--- src/rtl/rf_pkg.sv ---
// Shared types and helpers for the multiport register file.
// Optional difftest trace outputs are enabled with RF_TRACE_EN.
package rf_pkg;

    typedef enum logic {
        CLEAR = 1'b0,
        READY = 1'b1
    } rf_state_e;

    localparam int CNT_W_DEF = 2;
    localparam int CNT_MAX   = (1 << CNT_W_DEF) - 1;
    localparam int MERGE_W   = 256;

    // Widest supported lane merge; callers cast to their own DATA_W.
    function automatic logic [MERGE_W-1:0] byte_merge(
        input logic [MERGE_W-1:0]   old_v,
        input logic [MERGE_W-1:0]   new_v,
        input logic [MERGE_W/8-1:0] be
    );
        logic [MERGE_W-1:0] res;
        res = old_v;
        for (int i = 0; i < MERGE_W / 8; i++) begin
            if (be[i]) begin
                res[i*8 +: 8] = new_v[i*8 +: 8];
            end
        end
        return res;
    endfunction

endpackage

--- src/rtl/rf_scoreboard.sv ---
// Per-register pending-write counters driving read-busy and issue stall.
// Register 0 never holds a pending writer.
module rf_scoreboard
    import rf_pkg::*;
#(
    parameter int ADDR_W = 5,
    parameter int NUM_RD = 2,
    parameter int CNT_W  = CNT_W_DEF
) (
    input  logic                     rf_clk,
    input  logic                     rf_rst_n,
    input  logic                     sb_ready,
    input  logic [NUM_RD*ADDR_W-1:0] rd_addr,
    input  logic                     wr_en,
    input  logic [ADDR_W-1:0]        wr_addr,
    input  logic                     iss_en,
    input  logic [ADDR_W-1:0]        iss_addr,
    input  logic                     sb_flush,
    output logic [NUM_RD-1:0]        rd_busy,
    output logic                     iss_full
);

    localparam int DEPTH = 1 << ADDR_W;
    localparam logic [CNT_W-1:0] SAT = '1;
    localparam logic [CNT_W-1:0] ONE = CNT_W'(1);

    logic [CNT_W-1:0] cnt_q [DEPTH];

    always_ff @(posedge rf_clk or negedge rf_rst_n) begin
        if (!rf_rst_n) begin
            for (int r = 0; r < DEPTH; r++) begin
                cnt_q[r] <= '0;
            end
        end else if (sb_ready) begin
            for (int r = 1; r < DEPTH; r++) begin
                if (sb_flush) begin
                    cnt_q[r] <= '0;
                end else if (iss_en && iss_addr == ADDR_W'(r)
                             && !(wr_en && wr_addr == ADDR_W'(r))
                             && cnt_q[r] != SAT) begin
                    cnt_q[r] <= cnt_q[r] + ONE;
                end else if (wr_en && wr_addr == ADDR_W'(r)
                             && !(iss_en && iss_addr == ADDR_W'(r))
                             && cnt_q[r] != '0) begin
                    cnt_q[r] <= cnt_q[r] - ONE;
                end
            end
        end
    end

    // A writer retiring this cycle releases the last pending count early.
    always_comb begin
        rd_busy = '0;
        for (int p = 0; p < NUM_RD; p++) begin
            rd_busy[p] = sb_ready
                && rd_addr[p*ADDR_W +: ADDR_W] != '0
                && cnt_q[rd_addr[p*ADDR_W +: ADDR_W]] != '0
                && !(wr_en
                     && wr_addr == rd_addr[p*ADDR_W +: ADDR_W]
                     && cnt_q[rd_addr[p*ADDR_W +: ADDR_W]] == ONE);
        end
    end

    always_comb begin
        iss_full = !sb_ready
            || (iss_addr != '0
                && cnt_q[iss_addr] == SAT
                && !(wr_en && wr_addr == iss_addr));
    end

endmodule

--- src/rtl/rf_sb_multiport.sv ---
// Multiport register file with bypass, scoreboard and post-reset clear.
// Define RF_TRACE_EN to expose the debug_wb_* difftest trace outputs.
module rf_sb_multiport
    import rf_pkg::*;
#(
    parameter int DATA_W = 32,
    parameter int ADDR_W = 5,
    parameter int NUM_RD = 2,
    parameter int CNT_W  = CNT_W_DEF
) (
    input  logic                     rf_clk,
    input  logic                     rf_rst_n,
    output logic                     rf_ready,
    input  logic [NUM_RD*ADDR_W-1:0] rd_addr,
    output logic [NUM_RD*DATA_W-1:0] rd_data,
    output logic [NUM_RD-1:0]        rd_busy,
    input  logic                     wr_en,
    input  logic [ADDR_W-1:0]        wr_addr,
    input  logic [DATA_W/8-1:0]      wr_be,
    input  logic [DATA_W-1:0]        wr_data,
    input  logic                     iss_en,
    input  logic [ADDR_W-1:0]        iss_addr,
    output logic                     iss_full,
    input  logic                     sb_flush
`ifdef RF_TRACE_EN
    ,
    output logic                     debug_wb_en,
    output logic [ADDR_W-1:0]        debug_wb_reg,
    output logic [DATA_W-1:0]        debug_wb_value
`endif
);

    localparam int DEPTH = 1 << ADDR_W;

    rf_state_e         state_q;
    rf_state_e         state_d;
    logic [ADDR_W-1:0] clr_idx_q;
    logic [DATA_W-1:0] regs_q [DEPTH];
    logic [DATA_W-1:0] wb_value;
    logic              wb_live;

    always_ff @(posedge rf_clk or negedge rf_rst_n) begin
        if (!rf_rst_n) begin
            state_q   <= CLEAR;
            clr_idx_q <= ADDR_W'(1);
        end else begin
            state_q <= state_d;
            if (state_q == CLEAR) begin
                clr_idx_q <= clr_idx_q + ADDR_W'(1);
            end
        end
    end

    always_comb begin
        state_d = state_q;
        unique case (state_q)
            CLEAR: if (clr_idx_q == ADDR_W'(DEPTH - 1)) state_d = READY;
            READY: state_d = READY;
            default: state_d = CLEAR;
        endcase
    end

    always_comb begin
        rf_ready = (state_q == READY);
    end

    always_comb begin
        wb_value = DATA_W'(byte_merge(
            MERGE_W'(regs_q[wr_addr]),
            MERGE_W'(wr_data),
            (MERGE_W/8)'(wr_be)));
        wb_live  = rf_ready && wr_en && wr_addr != '0;
    end

    // Storage has no reset; the clear sequencer zeroes it instead.
    always_ff @(posedge rf_clk) begin
        if (!rf_ready) begin
            regs_q[clr_idx_q] <= '0;
        end else if (wb_live) begin
            regs_q[wr_addr] <= wb_value;
        end
    end

    always_comb begin
        rd_data = '0;
        for (int p = 0; p < NUM_RD; p++) begin
            if (rf_ready && rd_addr[p*ADDR_W +: ADDR_W] != '0) begin
                if (wr_en && wr_addr == rd_addr[p*ADDR_W +: ADDR_W]) begin
                    rd_data[p*DATA_W +: DATA_W] = wb_value;
                end else begin
                    rd_data[p*DATA_W +: DATA_W] =
                        regs_q[rd_addr[p*ADDR_W +: ADDR_W]];
                end
            end
        end
    end

    rf_scoreboard #(
        .ADDR_W (ADDR_W),
        .NUM_RD (NUM_RD),
        .CNT_W  (CNT_W)
    ) u_sb (
        .rf_clk   (rf_clk),
        .rf_rst_n (rf_rst_n),
        .sb_ready (rf_ready),
        .rd_addr  (rd_addr),
        .wr_en    (wr_en),
        .wr_addr  (wr_addr),
        .iss_en   (iss_en),
        .iss_addr (iss_addr),
        .sb_flush (sb_flush),
        .rd_busy  (rd_busy),
        .iss_full (iss_full)
    );

`ifdef RF_TRACE_EN
    assign debug_wb_en    = wb_live;
    assign debug_wb_reg   = wr_addr;
    assign debug_wb_value = wb_value;
`endif

endmodule

--- config.mk ---
export PLATFORM = sky130hd
export DESIGN_NAME = rf_sb_multiport
export DESIGN_NICKNAME = d
export VERILOG_FILES = /design/src/rtl/rf_pkg.sv /design/src/rtl/rf_scoreboard.sv /design/src/rtl/rf_sb_multiport.sv
export SDC_FILE = /design/constraint.sdc
export NUM_CORES = 2
export LEC_CHECK = 0
export CORE_MARGIN = 2
export CORE_UTILIZATION = 50
export CTS_CLUSTER_SIZE = 25
export DETAILED_ROUTE_END_ITERATION = 8
export HOLD_SLACK_MARGIN = 0.02
export PLACE_DENSITY = 0.66
export SLEW_MARGIN = 20
export SYNTH_ARGS = -nofsm -noshare
export SYNTH_HDL_FRONTEND = slang
export SYNTH_SLANG_ARGS = --single-unit
--- constraint.sdc ---
create_clock -name rf_clk -period 5.5 [get_ports rf_clk]
set_input_delay 0.825 -clock rf_clk [delete_from_list [all_inputs] [get_ports rf_clk]]
set_output_delay 0.825 -clock rf_clk [all_outputs]
set_load 0.01 [all_outputs]
---- Yosys cells after proc, flatten, opt, wreduce, memory -nomap -nowiden ----
Memory sizes are Yosys's and may differ from the RTL's.
Cells that the tools add are included.
Widths: inputs -> output; s select.
word-level totals
  memories ................................ 1
  register bits ........................... 68
  bits of input ports ..................... 61
  RAM bits ................................ 1024
  output and inout port bits .............. 68
memories
  name    words  bits a word  read ports  clocked after memory_dff  write ports  RTL line               RTL
  regs_q  32     32           3           0                         1            rf_sb_multiport.sv:38  logic [DATA_W-1:0] regs_q [DEPTH];
cells by class
  equal/unequal tests ..................... 100
  reductions and logical operators ........ 368
  bitwise gates (word level) .............. 4
  mux-type cells .......................... 119
  add/subtract/negate cells ............... 63
  order comparisons ....................... 3
operators by type and width
  operator             number
  $logic_and 1x1->1    201
  $mux 2               99
  $eq 5x5->1 const B   33
  $mux 32              5
  $reduce_bool 3->1    31
  $eq 5x4->1 const B   16
  $logic_not 1->1      66
  $reduce_bool 2->1    33
  $add 2x1->2 const B  31
  $ne 2x2->1 const B   31
  $reduce_and 2->1     31
  $sub 2x1->2 const B  31
  $eq 5x3->1 const B   8
  $mux 8               4
  $reduce_or 32->1     1
  $bmux 2 s5           3
  $eq 5x2->1 const B   4
  $reduce_bool 5->1    4
  $ge 6x6->1 const B   3
  $not 5->6            3
  $eq 5x5->1           3
  $eq 5x1->1 const B   2
  $mux 1               6
  $add 5x1->5 const B  1
  6 further kinds      7

---- Longest topological paths before layout ----
  depth in word-level cells ............... 8
  mapped depth ............................ 10
  mapped depth without buffers ............ 5

---- Hierarchy ----
From an unflattened synthesis, not the netlist that was laid out.
second synthesis, totals
  cell total of the unflattened synthesis .. 4077
  area, all modules ....................... 63777.4 um2
by module, submodules not included
  module           times used  seq. area each (um2)  cells an instance  area each (um2)
  rf_sb_multiport  1           30900.9               3372               57645.3
  rf_scoreboard    1           1551.5                705                6132.1

---- Worst setup path before layout ----
OpenSTA, ideal clock, no wires.
  kind .................................... input-to-reg
  start ................................... input port wr_addr[1]
  end ..................................... memory regs_q[13][0], enable pin
  arrival time ............................ 3.627 ns
  stages .................................. 7
  setup time .............................. 0.421 ns
  data required time ...................... 5.079 ns
  slack ................................... 1.452 ns
  cell sequence ........................... buf_2 -> or4_1 -> o21bai_1 -> buf_2 -> mux2i_1 -> nand2_1 -> nor2_1
between the ends
  cells in the longest elaborated chain, start to end .. 7
  elaborated cells between the ends (all ways) .. 8
  classes of those cells .................. 5 x mux; 3 x reduce/logical
ends and longest elaborated chain
  element                                     RTL line               RTL
  from (decl)                                 rf_sb_multiport.sv:18  input logic [ADDR_W-1:0] wr_addr,
  $reduce_bool 5->1                           rf_sb_multiport.sv:72  wb_live = rf_ready && wr_en && wr_addr != '0;
  $logic_and 1x1->1                           rf_sb_multiport.sv:72
  $mux 1                                      rf_sb_multiport.sv:79  end else if (wb_live) begin
  $mux 1                                      rf_sb_multiport.sv:77  if (!rf_ready) begin
  $mux 1 (implied by the code)                rf_sb_multiport.sv:80  regs_q[wr_addr] <= wb_value;
  $reduce_or 32->1 (no line)                  --
  $mux 5 (no line) or $mux 1 (tied branches)  --
  to (decl)                                   rf_sb_multiport.sv:38
Parallel ways exist; a longest one is shown, timed or not.

---- Worst setup path in the final report ----
  start ................................... input port rd_addr[0]
  end ..................................... output port rd_data[31]
between the ends
  cells in the longest elaborated chain, start to end .. 4
  elaborated cells between the ends (all ways) .. 7
  classes of those cells .................. 1 x eq/ne; 2 x mux; 3 x reduce/logical; 1 x memory
ends and longest elaborated chain
  element                                                RTL line               RTL
  from (decl)                                            rf_sb_multiport.sv:14  input logic [NUM_RD*ADDR_W-1:0] rd_addr,
  branches (longest 3 deep; another with $mem_v2 32x32)  --
  $mux 32 *                                              rf_sb_multiport.sv:87  if (rf_ready && rd_addr[p*ADDR_W +: ADDR_W] != '0) begin
  to (decl)                                              rf_sb_multiport.sv:15  output logic [NUM_RD*DATA_W-1:0] rd_data,
Every way passes the cells marked *.

==> flow_metrics.py <==
metrics = {
    "logic_synthesis": {
        "synth.cell_area_um2": 62900,
        "yosys.cell_types.count": 61,
        "ys_seq_elements": 1092,
        "post_synth_top_flop": "sky130_fd_sc_hd__edfxtp_1",
        "synth_enable_flop_cells": 1024,
        "syn_area_per_cell_um2": 16.8,
        "synth_sequential_area_ratio_pct": 51.6,
        "postSynthNetCount": 3802,
        "async_sr_flop_fraction_pct": 6.23,
        "number_of_warnings_printed_during_yosys_synthesis": 2,
        "syn-instance-count": 3739,
    },
    "setup_path": {
        "rr_startpoint": "rf_ready$_DFF_PN0_",
        "crit_path_largest_cell_delay_ns": 0.76,
        "cp-startpoint": "rd_addr[0]",
        "cp_max_fo": 35,
        "endpoint_kind": "output port",
        "path_cells": "buf_8 > xor2_1 > nor4_2 > nand3_1 > or2_2 > o21ai_0 > clkdlybuf4s50_1",
        "timing.critical_path.required_ns": 4.68,
        "slowest_library_cell_on_the_worst_path": "sky130_fd_sc_hd__o21ai_0",
        "arrival_ns": 4.24,
        "timing_worst_setup_path_type": "in2out",
        "critical_path.startpoint_type": "primary input",
        "path_buf_inv": 2,
        "worst_path_dominant_cell_family": "simple AND/OR/NAND/NOR gates",
    },
    "global_routing": {
        "number_of_global_route_vias_before_repair": 40529,
        "grt_start_max_net_pins": 89,
        "antenna_found_initial": 6,
        "grt_residual_overflow": 0,
        "grt_first_pass_wirelength_um": 298000,
        "global_route.usage.total_pct": 32.9,
    },
    "sta": {
        "final.setup.tns_ns": 0,
        "final.setup_skew_ns": 0.0242,
        "timing.final.hold_violations": 0,
        "timing_worst_slew_pin_value_ns": 1.13,
        "final_min_period_over_clock_period_pct": 92.1,
        "timing.final.setup_violations": 0,
        "rsz0062_at_grt": "false",
        "fmaxAchievable_ghz": 0.197,
        "slew_headroom_pct": 24.3,
        "pins_over_their_slew_limit": 0,
        "min_period_ns": 5.06,
    },
    "power": {
        "power_per_cell_area_nw_per_um2": 276,
        "switching_share_pct": 25.0,
        "p_int_w": 0.0146,
        "p_clk_share_pct": 39.3,
        "worst_ir_drop_vdd_mv": 0.233,
        "part_of_the_total_power_dissipated_in_combinational_logic_pct": 13.2,
        "power.leakage_nw": 22.8,
        "power.net_switching_w": 0.00489,
        "total_power_w": 0.0195,
        "power_frac_seq_pct": 47.5,
    },
    "outcome": {
        "run_status": "finished, final reports clean",
    },
    "clocking": {
        "numClockSinks": 1092,
        "clock_tree.htree_level_count": 3,
        "tritoncts.num_buffers": 117,
        "maximum_buffer_depth_of_the_clock_tree": 3,
        "worst_skew_pair.late_latency_ns": 0.74,
        "clkSlewWorstSetupHoldPaths_ns": 0.07,
        "cts_root_buf": "sky130_fd_sc_hd__clkbuf_16",
        "cts_setup_buffers": 0,
        "postCtsHoldBufs": 0,
        "tritoncts": "yes",
        "cts_repair_resizes": 0,
    },
    "job": {
        "max-cap-violations": 0,
    },
    "finish": {
        "nets": 3917,
        "area_overhead_of_the_layout_relative_to_synthesis_pct": 12.7,
        "area.sequential_um2": 32500,
        "filler_cell_count": 9475,
        "multiInputGateArea_um2": 28900,
        "layout-drive-gt1-share_pct": 36.9,
    },
    "floorplanning": {
        "die_width_um": 359,
        "floorplan.initialDensity_pct": 50.2,
        "io_pins": 129,
        "std_cell_rows": 130,
        "die_height_um": 359,
        "fp.coreArea_um2": 125000,
        "die-area_um2": 129000,
    },
    "drt": {
        "remaining_drc_errors": 0,
        "dr_total_vias": 41817,
        "dr.pass1.iters": 6,
        "postRouteWirelength_um": 212000,
        "wire_per_inst_um": 37.8,
        "ant_nets": 0,
        "avgViaCountPerCell": 7.47,
        "detail_route.iter0.violations": 6537,
    },
    "hold_path": {
        "hold_class": "in2async",
    },
    "placement": {
        "finalWeightedCongestion": 0.854,
        "port-buffer-count": 128,
        "dp_hpwl_um": 127000,
    },
}
power groups by stage:
stage	Combinational (W)	Clock, W	Sequential, W
global route	0.00268	0.00805	0.00927
CTS	0.00254	0.00774	0.00927
finish	0.00258	0.00768	0.00927
global placement	0.00253	0	0.00944
floorplan	0.00156	0	0.00944
detailed placement	0.00254	0	0.00944
worst reg2reg max path, stage by stage (launching register included):
cell and delay [ns]:
sky130_fd_sc_hd__dfrtp_4 0.90, sky130_fd_sc_hd__nand2_1 0.21, sky130_fd_sc_hd__o21bai_4 0.48, sky130_fd_sc_hd__o32ai_1 0.24, sky130_fd_sc_hd__nand2_1 0.52, sky130_fd_sc_hd__nor2_4 0.71
sky130_fd_sc_hd__buf_4 0.36
cell usage after synthesis (all sizes together) (67+ instances only):
cell,count,area share (%)
edfxtp,1024,49
mux4,786,28
mux2i,203,3.2
buf,198,1.6
mux2,197,3.5
clkbuf,160,0.96
nand2,112,0.67
nand2b,102,1.0
nand3,100,0.80
nor2,79,0.47
a22oi,71,0.85
inv,71,0.42
o21ai,69,0.55
dfrtp,67,2.7
path summary, 6_finish.rpt:
check                                             endpoint  slack (ns)  depth (start not counted)
worst max register to register     regs_q[8][12]$_DFFE_PP_        1.75                          6
max in group asynchronous               rf_ready$_DFF_PN0_        4.15                          2
worst min-delay path            u_sb.cnt_q[21]$_DFFE_PN0P_        0.25                          1
min in group rf_clk               clr_idx_q[0]$_DFFE_PN1N_        0.52                          1
worst min register to register    clr_idx_q[0]$_DFFE_PN1N_        0.52                          1
worst max-delay path                           rd_data[31]        0.44                          7
layout by cell type (no fill, tap or decap), drive strengths merged, types with 4 or more instances in the layout:
cell type / instances
mux2: 197
clkbuf: 140
a21boi: 4
nand3: 100
a31oi: 4
a21oi: 34
a22oi: 71
a221oi: 34
inv: 73
o21bai: 32
nand2b: 102
o211ai: 65
clkinvlp: 9
nor2b: 12
clkdlybuf4s50: 112
a222oi: 31
bufinv: 8
buf: 241
nand2: 112
dfrtp: 67
o21ai: 69
mux4: 786
a211oi: 34
and2: 29
xnor2: 10
mux2i: 203
xor2: 8
edfxtp: 1024
o22ai: 63
o2111ai: 32
a2bb2oi: 31
nor2: 79
nor3: 4
clkinv: 53
a32oi: 29
kinds of logic (layout without fill, tap and decap cells):
logic type	count (synthesis)	after routing	share of synthesized area (%)
simple gates	472	472	3.87
flops	1092	1092	51.6
other cells	0	3	0
fa+ha+maj	2	2	0.0398
xor+xnor	18	18	0.251
compound gates	540	540	6.29
buf+inv	429	636	3.02
mux	1186	1186	34.9
state kept, by name, summed over array words and instances, names as in the netlist:
signal / count
u_sb.cnt_q: 62
rf_ready: 1
regs_q: 1024
clr_idx_q: 5
area by class of cell:
type,instances,area share [%]
diodes,3,0.0106
well taps,1650,2.91
clock buffers,139,4.31
repair buffers,354,5.03
inverters,71,0.378
multi-input cells,2218,40.7
clock inverters,72,0.821
flip-flops and latches,1092,45.8
through the flow:
| step | area [um^2] | util [%] | hold slack, ns | instances | setup slack (ns) |
|---|---|---|---|---|---|
| detailed placement | 67200 | 53.7 | 0.514 | 5385 | 0.592 |
| global placement | 67200 | 53.7 | 0.516 | 5385 | 0.644 |
| global route | 70900 | 56.6 | 0.309 | 5596 | 0.457 |
| CTS | 70900 | 56.6 | 0.230 | 5596 | 0.594 |
| finish | 70900 | 56.6 | 0.247 | 5599 | 0.435 |
| floorplan | 62900 | - | 0.494 | 3739 | 1.45 |
routing by layer:
metal | GRT usage [%] | vias up | part of all wire (%)
met3 | 7.60 | 546 | 13
li1 | - | 16310 | -
met5 | 0 | - | 0.019
met2 | 50.0 | 3193 | 46
met4 | 15.4 | 6 | 5.1
met1 | 45.5 | 21762 | 36
No activity file was read; power rests on OpenSTA's default activity.
